$ cat src/rtl/cw_deserializer_if.sv
// Bus bundle for cw_deserializer: serial beat input side and parallel codeword output side.
// Valid/ready: a transfer happens on a rising edge where valid && ready; valid never waits on ready.
interface cw_deserializer_if #(
  parameter int N_V  = 44,
  parameter int IN_W = 4
) ();
  logic [IN_W-1:0] in_data;
  logic            in_valid;
  logic            in_last;
  logic            in_ready;
  logic [N_V-1:0]  out_cw;
  logic            out_valid;
  logic            out_ready;
  logic            err_frame;

  // Environment side: drives beats, consumes codewords.
  modport master (
    output in_data, in_valid, in_last, out_ready,
    input  in_ready, out_cw, out_valid, err_frame
  );

  // Deserializer side.
  modport slave (
    input  in_data, in_valid, in_last, out_ready,
    output in_ready, out_cw, out_valid, err_frame
  );
endinterface

$ cat src/rtl/cw_deserializer.sv
// Serial-beat to N_V-bit codeword deserializer with assembly + output double buffering.
// Optional framing check on in_last enabled by defining CW_DESER_FRAME_CHK_EN.
module cw_deserializer #(
  parameter int N_V  = 44,
  parameter int IN_W = 4
) (
  input  logic              clk,
  input  logic              rst,
  cw_deserializer_if.slave  cw_io,
  output logic              state_o
);
  localparam int NB = (N_V + IN_W - 1) / IN_W;
  localparam int BW = (NB > 1) ? $clog2(NB) : 1;

  typedef enum logic {
    S_FILL = 1'b0,
    S_FULL = 1'b1
  } state_e;

  state_e         state_q, state_d;
  logic [BW-1:0]  bcnt_q, bcnt_d;
  logic [N_V-1:0] asm_q, asm_d;
  logic [N_V-1:0] out_cw_q, out_cw_d;
  logic           out_valid_q, out_valid_d;

  logic accept, last_beat, out_free, out_take;
  logic early_last, missing_last;

  assign accept    = cw_io.in_valid && (state_q == S_FILL);
  assign last_beat = (bcnt_q == BW'(NB - 1));
  assign out_take  = out_valid_q && cw_io.out_ready;
  assign out_free  = !out_valid_q || cw_io.out_ready;

`ifdef CW_DESER_FRAME_CHK_EN
  logic err_q;

  assign early_last   = accept && cw_io.in_last && !last_beat;
  assign missing_last = accept && !cw_io.in_last && last_beat;

  always_ff @(posedge clk or negedge rst) begin
    if (!rst) err_q <= 1'b0;
    else      err_q <= early_last || missing_last;
  end

  assign cw_io.err_frame = err_q;
`else
  logic unused_in_last;

  assign early_last      = 1'b0;
  assign missing_last    = 1'b0;
  assign unused_in_last  = cw_io.in_last;
  assign cw_io.err_frame = 1'b0;
`endif

  always_comb begin
    state_d     = state_q;
    bcnt_d      = bcnt_q;
    asm_d       = asm_q;
    out_cw_d    = out_cw_q;
    out_valid_d = out_valid_q;

    // Beat k lands at bits [k*IN_W +: IN_W]; positions past N_V on the final beat are dropped.
    if (accept) begin
      for (int k = 0; k < NB; k++) begin
        for (int j = 0; j < IN_W; j++) begin
          if ((k * IN_W + j < N_V) && (bcnt_q == BW'(k))) asm_d[k * IN_W + j] = cw_io.in_data[j];
        end
      end
    end

    if (out_take) out_valid_d = 1'b0;

    unique case (state_q)
      S_FILL: begin
        if (accept) begin
          if (early_last) begin
            bcnt_d = '0;
          end else if (last_beat) begin
            bcnt_d = '0;
            if (out_free) begin
              out_cw_d    = asm_d;
              out_valid_d = 1'b1;
            end else begin
              state_d = S_FULL;
            end
          end else begin
            bcnt_d = bcnt_q + BW'(1);
          end
        end
      end
      S_FULL: begin
        if (out_free) begin
          out_cw_d    = asm_q;
          out_valid_d = 1'b1;
          state_d     = S_FILL;
        end
      end
      default: state_d = S_FILL;
    endcase
  end

  always_ff @(posedge clk or negedge rst) begin
    if (!rst) begin
      state_q     <= S_FILL;
      bcnt_q      <= '0;
      asm_q       <= '0;
      out_cw_q    <= '0;
      out_valid_q <= 1'b0;
    end else begin
      state_q     <= state_d;
      bcnt_q      <= bcnt_d;
      asm_q       <= asm_d;
      out_cw_q    <= out_cw_d;
      out_valid_q <= out_valid_d;
    end
  end

  assign cw_io.in_ready  = (state_q == S_FILL);
  assign cw_io.out_cw    = out_cw_q;
  assign cw_io.out_valid = out_valid_q;
  assign state_o         = state_q;

endmodule

$ cat src/flat_wrapper.sv
// flat-port wrapper written by rule: the top's interface ports become plain ports
module cw_deserializer_flat 
#(
  parameter int N_V  = 44,
  parameter int IN_W = 4
)
  (clk, rst, state_o, cw_io_in_data, cw_io_in_valid, cw_io_in_last, cw_io_out_ready, cw_io_in_ready, cw_io_out_cw, cw_io_out_valid, cw_io_err_frame);
  cw_deserializer_if #(.N_V(N_V), .IN_W(IN_W)) cw_io_i ();
  input  logic clk;
  input  logic rst;
  output logic state_o;
  input wire logic [$bits(cw_io_i.in_data)-1:0] cw_io_in_data;
  input wire logic [$bits(cw_io_i.in_valid)-1:0] cw_io_in_valid;
  input wire logic [$bits(cw_io_i.in_last)-1:0] cw_io_in_last;
  input wire logic [$bits(cw_io_i.out_ready)-1:0] cw_io_out_ready;
  output wire logic [$bits(cw_io_i.in_ready)-1:0] cw_io_in_ready;
  output wire logic [$bits(cw_io_i.out_cw)-1:0] cw_io_out_cw;
  output wire logic [$bits(cw_io_i.out_valid)-1:0] cw_io_out_valid;
  output wire logic [$bits(cw_io_i.err_frame)-1:0] cw_io_err_frame;
  assign cw_io_i.in_data = cw_io_in_data;
  assign cw_io_i.in_valid = cw_io_in_valid;
  assign cw_io_i.in_last = cw_io_in_last;
  assign cw_io_i.out_ready = cw_io_out_ready;
  assign cw_io_in_ready = cw_io_i.in_ready;
  assign cw_io_out_cw = cw_io_i.out_cw;
  assign cw_io_out_valid = cw_io_i.out_valid;
  assign cw_io_err_frame = cw_io_i.err_frame;
  cw_deserializer #(.N_V(N_V), .IN_W(IN_W)) u_core (.clk(clk), .rst(rst), .cw_io(cw_io_i), .state_o(state_o));
endmodule
$ cat config.mk
export PLATFORM = sky130hd
export DESIGN_NAME = cw_deserializer_flat
export DESIGN_NICKNAME = d
export VERILOG_FILES = /design/src/rtl/cw_deserializer_if.sv /design/src/rtl/cw_deserializer.sv /design/src/flat_wrapper.sv
export SDC_FILE = /design/constraint.sdc
export NUM_CORES = 1
export LEC_CHECK = 0
export CAP_MARGIN = 10
export CORE_ASPECT_RATIO = 0.7
export CORE_MARGIN = 2
export CORE_UTILIZATION = 50
export DETAILED_ROUTE_END_ITERATION = 8
export PLACE_DENSITY = 0.75
export SYNTH_ARGS = -nofsm -noshare
export SYNTH_HDL_FRONTEND = slang
export SYNTH_SLANG_ARGS = --single-unit
$ cat constraint.sdc
create_clock -name clk -period 2.05 [get_ports clk]
set_input_delay 0.3075 -clock clk [delete_from_list [all_inputs] [get_ports clk]]
set_output_delay 0.3075 -clock clk [all_outputs]
set_load 0.05 [all_outputs]
==> results of run 1 <==
-- layer usage --
metal | track usage [%] | wire [um] | vias up | part of all wire (%)
li1 | - | - | 955 | -
met1 | 26.53 | 3298 | 1073 | 49
met2 | 27.81 | 3048 | 48 | 45
met3 | 5.560 | 313 | 8 | 4.7
met4 | 6.061 | 59 | 0 | 0.88
met5 | 0 | 0 | - | 0
-- worst register-to-register path, stage by stage (launching register included) --
cell,delay [ns]
sky130_fd_sc_hd__dfrtp_1,0.52
sky130_fd_sc_hd__nor4b_2,0.41
sky130_fd_sc_hd__nand2_1,0.25
sky130_fd_sc_hd__mux2_2,0.34
sky130_fd_sc_hd__mux2_2,0.26
-- layout by cell type (no fill, tap or decap), drive strengths merged --
cell	count
a211oi	1
a21o	2
a22o	1
and2b	1
and4bb	2
buf	15
bufinv	1
clkbuf	13
clkdlybuf4s50	51
clkinv	1
clkinvlp	1
conb	1
dfrtp	94
dlygate4sd3	1
dlymetal6s2s	1
inv	2
mux2	88
mux2i	1
nand2	12
nand2b	1
nand4b	1
nor2	4
nor2b	1
nor3b	2
nor4b	1
o211ai	1
o21ai	2
or3	1
xnor2	1
-- sequential cells by signal, summed over array words and instances (netlist names) --
| name | cells |
|---|---|
| u_core.cw_io.out_cw | 44 |
| u_core.asm_q | 44 |
| u_core.state_o | 1 |
| u_core.bcnt_q | 4 |
| u_core.cw_io.out_valid | 1 |
-- synthesized netlist by cell type --
master,number,area (um^2)
sky130_fd_sc_hd__nor2b_1,1,6.260
sky130_fd_sc_hd__a21o_1,2,15.01
sky130_fd_sc_hd__mux2_2,82,923.4
sky130_fd_sc_hd__mux2_4,4,60.06
sky130_fd_sc_hd__mux2i_1,1,10.01
sky130_fd_sc_hd__nor4b_2,1,15.01
sky130_fd_sc_hd__nor2_1,4,15.01
sky130_fd_sc_hd__o211ai_1,1,7.510
sky130_fd_sc_hd__a22o_1,1,8.760
sky130_fd_sc_hd__nand4b_4,1,23.77
sky130_fd_sc_hd__xnor2_1,1,8.760
sky130_fd_sc_hd__o21ai_4,1,16.27
sky130_fd_sc_hd__o21ai_0,1,5.000
sky130_fd_sc_hd__buf_2,2,10.01
sky130_fd_sc_hd__nor3b_2,2,25.02
sky130_fd_sc_hd__nand2_1,12,45.04
sky130_fd_sc_hd__and4bb_2,2,25.02
sky130_fd_sc_hd__and2b_1,1,7.510
sky130_fd_sc_hd__or3_4,1,11.26
sky130_fd_sc_hd__buf_4,5,37.54
sky130_fd_sc_hd__clkbuf_1,4,15.01
sky130_fd_sc_hd__conb_1,1,3.750
sky130_fd_sc_hd__dfrtp_1,94,2352
sky130_fd_sc_hd__inv_1,2,7.510
sky130_fd_sc_hd__mux2_1,2,22.52
sky130_fd_sc_hd__a211oi_1,1,7.510
sky130_fd_sc_hd__nand2b_1,1,6.260
-- through the flow --
stage / setup slack, ns / util (%) / TNS [ns]
after global routing: 0.06106 / 64.21 / 0
after detailed placement: -0.1671 / 61.24 / -2.991
final: 0.1682 / 64.21 / 0
after floorplan: 0.08920 / - / 0
after CTS: 0.04631 / 64.17 / 0
after global placement: -0.09888 / 61.24 / -1.644
-- worst max path at each step --
| stage | depth (start not counted) | end | startpoint |
|---|---|---|---|
| 6_report | 4 | u_core.cw_io.out_cw[32]$_DFFE_PN0P_ | u_core.bcnt_q[0]$_DFFE_PN0P_ |
| 5_1_grt | 4 | u_core.cw_io.out_cw[32]$_DFFE_PN0P_ | u_core.bcnt_q[0]$_DFFE_PN0P_ |
| 4_1_cts | 1 | state_o | u_core.state_o$_DFF_PN0_ |
| 3_5_place_dp | 5 | u_core.cw_io.out_cw[32]$_DFFE_PN0P_ | cw_io_in_valid |
| 3_3_place_gp | 5 | u_core.cw_io.out_cw[13]$_DFFE_PN0P_ | cw_io_in_valid |
| 2_1_floorplan | 5 | u_core.cw_io.out_cw[12]$_DFFE_PN0P_ | u_core.state_o$_DFF_PN0_ |
-- area by class of cell --
class	count	area share (%)
Clock buffer	13	3.427
Timing Repair Buffer	68	14.73
Inverter	2	0.1619
Sequential cell	94	50.76
Clock inverter	3	0.9174
Tap cell	98	2.644
Multi-Input combinational cell	124	27.36
-- logic make-up after synthesis --
| logic type | count (synthesis) | share of synthesized area (%) |
|---|---|---|
| buf+inv | 13 | 1.898 |
| compound gates | 7 | 1.627 |
| other cells | 1 | 0.1016 |
| flops | 94 | 63.73 |
| simple gates | 26 | 4.881 |
| xor+xnor | 1 | 0.2373 |
| mux | 89 | 27.53 |
-- power groups by stage --
stage	combinational (uW)	sequential, uW	clock, uW
after global placement	3640	3090	0
after global routing	3900	3190	1340
after detailed placement	3710	3130	0
after CTS	3720	3100	1260
after floorplan	1220	4420	0
final	3690	3090	1230
-- what timing repair did --
item | 4_1_cts | 5_1_grt
endpoints found under the hold margin | 45 | 0
gates resized for setup | 0 | 1
hold buffers | 1 | 0
setup endpoints to repair | 0 | 1
==> qor.yml, run 1 <==
syn_area_um2: 3691
core.rowCount: 26
ys_seq_area_share_pct: 63.73
n_fill_cell: 574
tritoncts: "yes"
dpl.cell_count: 385
clk-insertion-delay-late_ns: 0.36
first_iter_violations: 48
hold_viol_final: 0
die_area_um2: 8096
drtPass1Iterations: 4
place_congestion: 0.8400
fin_hold_ws_ns: 0.4972
power.share.sequential_pct: 38.6
critical_path_s_most_frequent_cell: "sky130_fd_sc_hd__mux2_2"
drcViolationCount: 0
globalRouteOverflowTotal: 0
layout_min_cycle_time_ns: 1.882
finalNonFillerCells: 402
drv_cap: 0
ff2ff_setup_slack_ns: 0.17
track_usage_pct: 18.59
dieWidth_um: 106.7
avgSynthCellArea_um2: 15.98
dp_hpwl_um: 4464
grt_pass1_wl_um: 10950
fin_crit_sh_pct: 91.80
timing.critical_path.slowest_stage_cell: "sky130_fd_sc_hd__dfrtp_1"
synthesis.nets: 240
worstHoldPathType: "input pin to asynchronous set/reset pin"
crit_path_max_fanout: 10
peak_vdd_ir_uv: 840.0
clkSlewWorstSetupHoldPaths_ns: 0.08
placedInstanceArea_um2: 4423
worst_slew_pin_slew_ns: 0.6050
multi_input_combinational_cell_area_um2: 1269
timing.critical_path.slowest_cell_delay_ns: 0.52
final.setup_skew_ns: 0.01048
timing.critical_path.from_type: "register"
switching_share_pct: 39.17
clock_tree.htree_level_count: 3
avgViaCountPerCell: 5.184
postRouteWirelength_um: 6719
detail-route-antenna-nets: 0
finalMaxSlewViolations: 0
clock_buffers_created_by_tritoncts: 9
power_frac_comb_pct: 46.1
grt_pass1_vias: 2128
syn2layout_area_growth_pct: 25.63
yosysWarnings: 0
die_h_um: 75.89
source_of_the_worst_register_to_register_timing_path: "u_core.bcnt_q[0]$_DFFE_PN0P_"
critPathCaptureType: "register"
worst-r2r-cell-count: 4
flip_flop_and_latch_count_after_synthesis: 94
path_delay_family: "simple AND/OR/NAND/NOR gates"
p_leak_uw: 0.002152
post-layout-total-power_uw: 8010
worst_r2r_endpoint: "u_core.cw_io.out_cw[32]$_DFFE_PN0P_"
antenna_violations_before_repair: 0
finish.net_count: 308
numPortBuffers: 54
area.sequential_um2: 2354
critPathArrivalTime_ns: 2.13
root_buffer: "sky130_fd_sc_hd__clkbuf_8"
clk_path_buf_depth: 2
power_switching_uw: 3137
synth_cell_type_count: 27
path_buf_inv: 0
n_antenna_cell: 0
postCtsSetupBuffers: 0
drive_above_1_share_pct: 40.79
clock-sinks: 94
core_um2: 7222
layout.cell_area.non_filler_um2: 4637
power.density_cell_area_nw_per_um2: 1727
critical_path.cell_chain: "nor4b_2 -> nand2_1 -> mux2_2 -> mux2_2"
intPower_uw: 4872
crit_required_ns: 2.30
relSlewSlack_pct: 59.66
timing_worst_setup_path_type: "register to register"
outcome: "finished clean"
grt_max_degree: 48
synthCells: 231
detailroute.via_count: 2084
io_pins: 57
initial_utilization_pct: 51.11
timing.fmax_ghz: 0.5314
grt_setup_unrepaired: "no"
post_drt_wl_per_cell_um: 16.71
final_setup_violation_count: 0
power.clock.fraction_pct: 15.3
Power figures use the tool's default switching activity.
==> run 2, diff against run 1 <==
--- a/config.mk
+++ b/config.mk
@@ -11,6 +11,7 @@
 export CORE_UTILIZATION = 50
 export DETAILED_ROUTE_END_ITERATION = 8
 export PLACE_DENSITY = 0.75
+export SKIP_CTS_REPAIR_TIMING = 1
 export SYNTH_ARGS = -nofsm -noshare
 export SYNTH_HDL_FRONTEND = slang
 export SYNTH_SLANG_ARGS = --single-unit
==> results of run 2 <==
No change in the layout: final DEF, timing and power equal those of run 1.
Among the figures that moved: wire length of the first global-routing pass 10950 um -> 10920 um; via count of the first global-routing pass 2128 -> 2116; overall routing resource usage 18.59% -> 18.55%; met2 usage 27.81% -> 27.67%
==> run 3, diff against run 2 <==
--- a/config.mk
+++ b/config.mk
@@ -11,7 +11,9 @@
 export CORE_UTILIZATION = 50
 export DETAILED_ROUTE_END_ITERATION = 8
 export PLACE_DENSITY = 0.75
+export RECOVER_POWER = 25
 export SKIP_CTS_REPAIR_TIMING = 1
+export SLEW_MARGIN = 20
 export SYNTH_ARGS = -nofsm -noshare
 export SYNTH_HDL_FRONTEND = slang
 export SYNTH_SLANG_ARGS = --single-unit
==> run 3 against run 2 <==
Cell area is essentially flat; register-to-register slack barely moved; routed wire length is essentially flat; die area unchanged; cell count did not move; sequential share of layout area is essentially flat; non-clock buffer count stayed put; clock skew did not move; count of clock-buffer cells in the layout is the same; first-iteration DRC count rose by 8.3%; sequential power is essentially flat; flip-flop and latch count did not move.
==> qor.yml, run 3 (synthesized netlist as in run 1, its figures left out) <==
grt_setup_unrepaired: "no"
tritoncts: "yes"
antenna_violations_before_repair: 0
post_drt_wl_per_cell_um: 16.70
power_switching_uw: 3137
critPathArrivalTime_ns: 2.13
power.clock.fraction_pct: 15.3
timing.fmax_ghz: 0.5314
clk-insertion-delay-late_ns: 0.36
clk_path_buf_depth: 2
timing.critical_path.slowest_cell_delay_ns: 0.52
die_area_um2: 8096
globalRouteOverflowTotal: 0
n_antenna_cell: 0
critical_path_s_most_frequent_cell: "sky130_fd_sc_hd__mux2_2"
critPathCaptureType: "register"
dp_hpwl_um: 4464
worstHoldPathType: "register to register"
switching_share_pct: 39.16
clkSlewWorstSetupHoldPaths_ns: 0.08
grt_pass1_wl_um: 10920
timing.critical_path.slowest_stage_cell: "sky130_fd_sc_hd__dfrtp_1"
avgViaCountPerCell: 5.187
intPower_uw: 4872
timing.critical_path.from_type: "register"
core_um2: 7222
layout_min_cycle_time_ns: 1.882
drcViolationCount: 0
fin_hold_ws_ns: 0.4972
relSlewSlack_pct: 21.49
fin_crit_sh_pct: 91.80
finalMaxSlewViolations: 0
peak_vdd_ir_uv: 840.0
dieWidth_um: 106.7
clock_tree.htree_level_count: 3
mostFrequentLayoutCells: "sky130_fd_sc_hd__dfrtp_1, sky130_fd_sc_hd__mux2_2, sky130_fd_sc_hd__clkdlybuf4s50_1"
power.share.sequential_pct: 38.6
crit_path_max_fanout: 10
worst_slew_pin_slew_ns: 1.178
root_buffer: "sky130_fd_sc_hd__clkbuf_8"
timing_worst_setup_path_type: "register to register"
utilization_pct: 64.17
postRouteWirelength_um: 6715
drv_cap: 0
layout.cells.most_common: "sky130_fd_sc_hd__dfrtp_1"
power_frac_comb_pct: 46.1
track_usage_pct: 18.55
power.density_cell_area_nw_per_um2: 1728
outcome: "finished clean"
place_congestion: 0.8400
core.rowCount: 26
critical_path.cell_chain: "nor4b_2 -> nand2_1 -> mux2_2 -> mux2_2"
grt_max_degree: 48
detailroute.via_count: 2085
hold_viol_final: 0
n_fill_cell: 575
numPortBuffers: 54
final_setup_violation_count: 0
finish.net_count: 308
p_leak_uw: 0.002152
clock-sinks: 94
die_h_um: 75.89
grt_pass1_vias: 2116
io_pins: 57
final.setup_skew_ns: 0.01048
crit_required_ns: 2.30
drtPass1Iterations: 4
detail-route-antenna-nets: 0
first_iter_violations: 52
syn2layout_area_growth_pct: 25.56
drive_above_1_share_pct: 40.79
initial_utilization_pct: 51.11
post-layout-total-power_uw: 8009
clock_buffers_created_by_tritoncts: 9
run 3: final timing paths:
kind	from	end	slack, ns	cells past startpoint
worst max register to register	u_core.bcnt_q[0]$_DFFE_PN0P_	u_core.cw_io.out_cw[32]$_DFFE_PN0P_	0.17	4
min in group asynchronous	rst	u_core.cw_io.out_cw[23]$_DFFE_PN0P_	0.72	2
worst max-delay path	u_core.bcnt_q[0]$_DFFE_PN0P_	u_core.cw_io.out_cw[32]$_DFFE_PN0P_	0.17	4
worst min-delay path	u_core.asm_q[19]$_DFF_PN0_	u_core.asm_q[19]$_DFF_PN0_	0.50	1
worst min register to register	u_core.asm_q[19]$_DFF_PN0_	u_core.asm_q[19]$_DFF_PN0_	0.50	1
max in group asynchronous	rst	u_core.asm_q[13]$_DFF_PN0_	0.48	3
run 3: area by class of cell:
| cell class | instances | area [um^2] | share of cell area, % |
|---|---|---|---|
| repair buffers | 68 | 680.7 | 14.69 |
| well taps | 98 | 122.6 | 2.646 |
| inverters | 2 | 7.507 | 0.1620 |
| clock buffers | 13 | 158.9 | 3.429 |
| flip-flops and latches | 94 | 2354 | 50.78 |
| multi-input cells | 124 | 1269 | 27.38 |
| clock inverters | 3 | 42.54 | 0.9179 |
run 3: layer usage:
metal / track usage (%) / up-vias / routed length (um)
met1: 26.53 / 1074 / 3298
met3: 5.560 / 8 / 313
met5: 0 / - / 0
li1: - / 955 / -
met4: 6.061 / 0 / 59
met2: 27.67 / 48 / 3044
run 3: through the flow:
stage | instances | setup TNS, ns | setup slack, ns | instance area (um^2)
after global routing | 402 | 0 | 0.06106 | 4634
after detailed placement | 385 | -2.991 | -0.1671 | 4423
final | 402 | 0 | 0.1682 | 4634
after CTS | 401 | 0 | 0.04631 | 4624
after global placement | 385 | -1.644 | -0.09888 | 4423
after floorplan | 231 | 0 | 0.08920 | 3692
run 3: power by group through the flow:
stage | clock network (uW) | logic [uW] | registers [uW]
finish | 1230 | 3690 | 3090
global placement | 0 | 3640 | 3090
CTS | 1260 | 3720 | 3100
floorplan | 0 | 1220 | 4420
detailed placement | 0 | 3710 | 3130
global route | 1340 | 3900 | 3190
run 3: worst max-delay path, delay by kind of cell, from the launching register on:
| kind | cells | cell delay [ns] |
|---|---|---|
| mux | 2 | 0.60 |
| flops | 1 | 0.52 |
| simple gates | 2 | 0.66 |
